File: src/rtl/clb_cfg_scan_ctrl.sv
// clb_cfg_scan_ctrl: stages CLB LUT words, commits them atomically, settles, then scans the fabric output.
// Optional continuous rescan via CLB_CTRL_CONT_SCAN_EN (adds cont_scan input).
module clb_cfg_scan_ctrl #(
    parameter int SETTLE_CYCLES = 2
) (
    input  logic       clk,
    input  logic       rst,
    input  logic       cfg_valid,
    output logic       cfg_ready,
    input  logic [1:0] cfg_addr,
    input  logic [1:0] cfg_lut,
    input  logic       cfg_last,
    input  logic       cfg_mode,
    output logic [1:0] clb1,
    output logic [1:0] clb2,
    output logic [1:0] clb3,
    output logic [1:0] clb4,
    output logic       sel_dat,
    output logic [1:0] sel_clb,
    input  logic       fab_out,
    output logic       res_valid,
    input  logic       res_ready,
    output logic [3:0] res_data,
`ifdef CLB_CTRL_CONT_SCAN_EN
    input  logic       cont_scan,
`endif
    output logic       busy
);
    typedef enum logic [2:0] {IDLE, COMMIT, SETTLE, SCAN, DONE} state_t;
    state_t state, state_n;
    logic [1:0] sh [4];
    logic       mode_sh;
    logic [3:0] cnt;
    logic       acc, hs, rescan;
    assign acc       = cfg_valid & cfg_ready;
    assign hs        = res_valid & res_ready;
`ifdef CLB_CTRL_CONT_SCAN_EN
    assign rescan    = cont_scan & ~cfg_valid;
`else
    assign rescan    = 1'b0;
`endif
    assign cfg_ready = (state == IDLE) & ~rst;
    assign busy      = state != IDLE;
    assign res_valid = state == DONE;
    always_comb begin
        state_n = state;
        case (state)
            IDLE:    state_n = (acc && cfg_last) ? COMMIT : IDLE;
            COMMIT:  state_n = SETTLE;
            SETTLE:  state_n = (cnt == 4'd0) ? SCAN : SETTLE;
            SCAN:    state_n = (sel_clb == 2'd3) ? DONE : SCAN;
            DONE:    state_n = hs ? (rescan ? SCAN : IDLE) : DONE;
            default: state_n = IDLE;
        endcase
    end
    // sel_clb doubles as the scan index; it wraps back to 0 after the last sample
    always_ff @(posedge clk) begin
        if (rst) begin
            state    <= IDLE;
            sh       <= '{default: '0};
            mode_sh  <= 1'b0;
            cnt      <= 4'd0;
            clb1     <= 2'd0;
            clb2     <= 2'd0;
            clb3     <= 2'd0;
            clb4     <= 2'd0;
            sel_dat  <= 1'b0;
            sel_clb  <= 2'd0;
            res_data <= 4'd0;
        end else begin
            state <= state_n;
            if (acc) begin
                sh[cfg_addr] <= cfg_lut;
                if (cfg_last) mode_sh <= cfg_mode;
            end
            if (state == COMMIT) begin
                clb1    <= sh[0];
                clb2    <= sh[1];
                clb3    <= sh[2];
                clb4    <= sh[3];
                sel_dat <= mode_sh;
                cnt     <= 4'(SETTLE_CYCLES - 1);
                sel_clb <= 2'd0;
            end
            if (state == SETTLE) cnt <= cnt - 4'd1;
            if (state == SCAN) begin
                res_data[sel_clb] <= fab_out;
                sel_clb           <= sel_clb + 2'd1;
            end
        end
    end
endmodule

File: config.mk
export PLATFORM = sky130hd
export DESIGN_NAME = clb_cfg_scan_ctrl
export DESIGN_NICKNAME = d
export VERILOG_FILES = /design/src/rtl/clb_cfg_scan_ctrl.sv
export SDC_FILE = /design/constraint.sdc
export NUM_CORES = 1
export LEC_CHECK = 0
export BUFFER_PORTS_ARGS = -buffer_cell sky130_fd_sc_hd__buf_2
export CORE_UTILIZATION = 48
export DETAILED_ROUTE_END_ITERATION = 16
export PLACE_DENSITY_LB_ADDON = 0.1
export SKIP_LAST_GASP = 1
export SLEW_MARGIN = 5
export SYNTH_ARGS = -nofsm -noshare
export SYNTH_HDL_FRONTEND = slang
export SYNTH_SLANG_ARGS = --single-unit
export TNS_END_PERCENT = 30
File: constraint.sdc
create_clock -name clk -period 1.3 [get_ports clk]
set_input_delay 0.39 -clock clk [delete_from_list [all_inputs] [get_ports clk]]
set_output_delay 0.39 -clock clk [all_outputs]
set_load 0.01 [all_outputs]
==> impl_metrics.ini <==
[pwr]
ir_drop_mv = 1.31
p_per_area_nw_per_um2 = 1150
power_mw = 2.22
p_leak_nw = 0.848

[route]
dr.pass1.iters = 6
finalWirelength_um = 3300
num_vias = 1297
post_drt_wl_per_cell_um = 13.7
drc = 0
via_per_inst = 5.38
detail-route-antenna-nets = 0
drtIter0Drc = 37

[logic_synthesis]
async_flop_share_pct = 0
synth_common_cells = dfxtp_1, nand2_1, a21oi_1
synth_edf_count = 0
syn_area_um2 = 1430
synth_ff_type = dfxtp_1
netlist-cell-type-count = 34
synth_area_leaders = dfxtp_1, a21oi_1, mux2i_1, nand2_1, ha_1
ys_seq_area_share_pct = 43.3
synth.most_common_cell = dfxtp_1
yosys_warnings = 0
postSynthAreaPerCell_um2 = 8.90
synth-seq-cells = 31
netlist_instances = 161
synth_top_area_cell = dfxtp_1
synth_top_area_share_pct = 43.3
syn-num-nets = 178

[sta]
clock.fmax_mhz = 607
hold_ws_ps = 329
fin_tns_setup_ps = -4990
fin_ws_ps = -347
report.final.hold_viol_count = 0
min_period_ps = 1650
skew_ps = 4.69
rsz0062_at_grt = true
slew_headroom_pct = 79.4
finalSetupViolCount = 24
worst-slew-pin-transition_ps = 304
post-route-period-util_pct = 127
final-max-slew-violation-count = 0

[min_path]
hold_class = input pin to register

[placement]
gp_congestion = 0.848
place_inst = 227
port_buffers = 28
dp_hpwl_um = 2230

[floorplan]
rows = 19
initial_utilization_pct = 51.5
coreArea_um2 = 2780
die-area_um2 = 3210
pin_count = 29
die_x_um = 56.6
fp.dieH_um = 56.6

[grt]
grt_max_degree = 30
grt-ovfl-total = 0
grt_antenna_before_repair = 0
grt_pass1_vias = 1188
grt_pass1_wl_um = 5300
grt_util_all_layers_pct = 21.9

[cells_and_area]
layout-drive-gt1-share_pct = 37.1
antenna_cells = 0
regArea_um2 = 624
finalNonFillerCells = 241
fillers = 234
fin_nets = 226
multi_input_area_um2 = 805
syn_to_final_growth_pct = 34.1

[outcome]
violations = setup timing
status = finished with violations

[cts]
clkLatencyLatePin_ps = 320
cts_buffers = 5
cts_sinks = 31
h-tree-depth = 2
tritoncts = built
cts-hold-fix-buffers = 0
cts_root_buf = clkbuf_4
clkTransAtPathRegs_ps = 100
clk_path_buf_depth = 2

[setup_path]
critPathKind = register to output pin
worst-path-max-fanout = 3
arrival_ps = 1260
end_kind = output pin
r2r_slack_ps = -310
cp-start-kind = register
cp.required_ps = 910

[flow_run]
max-cap-violations = 0
[layout make-up]
cell class | count | area share, %
clock buffer | 6 | 2.67
timing repair buffer | 50 | 17.3
sequential | 31 | 32.5
clock inverter | 2 | 1.82
multi-input combinational | 112 | 41.9
inverter | 9 | 1.76
tap | 31 | 2.02
[critical path, stage by stage, from the launching register on]
cell	delay, ps
dfxtp_2	340
or3_4	400
nor2_4	90
buf_6	100
[sequential cells by signal, summed over array words and instances (netlist names)]
register	cells
state	3
clb2	2
cnt	4
res_data	4
sh	8
clb3	2
sel_clb	2
mode_sh	1
sel_dat	1
clb4	2
clb1	2
[path summary, 6_finish.rpt]
path | from | endpoint | depth (start not counted)
setup reg to reg | state[1]$_SDFF_PP0_ | cnt[3]$_SDFFE_PP0P_ | 5
hold reg to reg | clb2[0]$_SDFFE_PP0P_ | clb2[0]$_SDFFE_PP0P_ | 2
setup / recovery | state[1]$_SDFF_PP0_ | cfg_ready | 3
hold / removal | cfg_mode | mode_sh$_SDFFE_PP0P_ | 3
[cell families (layout without fill, tap and decap cells)]
family,after synthesis,count (layout),share of synthesized area (%)
adder cells (fa/ha/maj),6,6,5.24
flip-flops,31,31,43.3
AO/OA/AOI/OAI,33,33,13.9
AND/OR/NAND/NOR,64,64,25.8
buffers and inverters,18,67,5.41
multiplexers,9,9,6.38
[power by group]
part / leakage, nW / total [mW] / switching [mW] / internal, mW
Combinational: 0.547 / 0.416 / 0.199 / 0.218
Clock: 0.0482 / 0.788 / 0.333 / 0.454
Sequential: 0.252 / 1.01 / 0.0283 / 0.985
[layer usage]
metal	part of all wire [%]	vias up	global-route usage, %
li1	-	655	-
met1	47	603	27.6
met2	48	35	35.1
met3	3.7	4	5.07
met4	1.1	0	10.1
met5	0	-	0
[stage by stage]
step                area (um2)  utilization, %  worst slack (ps)
detailed placement        1720            62.0              -167
floorplan                 1460               -              -179
global placement          1720            62.0              -112
global route              1920            69.1              -396
CTS                       1860            67.0              -350
finish                    1920            69.1              -347
[cell usage in the layout, fill, tap and decap left out, types with 2 or more instances in the layout]
cell / Yosys / layout
a21oi_1: 19 / 18
and2_1: 2 / 2
buf_2: 2 / 28
buf_4: 0 / 17
buf_6: 1 / 4
clkbuf_4: 0 / 5
dfxtp_1: 31 / 28
dfxtp_2: 0 / 3
ha_1: 6 / 6
inv_1: 9 / 9
mux2i_1: 8 / 8
nand2_1: 21 / 21
nand2b_1: 12 / 12
nand3_1: 7 / 6
nand3b_1: 4 / 4
nor2_1: 5 / 3
nor2_4: 0 / 2
o21ai_0: 5 / 5
or2_2: 2 / 2
[what timing repair did]
action	CTS	global route
endpoints found under the setup margin	29	34
hold endpoints to repair	0	0
gates resized for setup	8	10
cloned	1	0
pin swaps	1	3
setup buffers	3	2
Power figures use the tool's default switching activity.
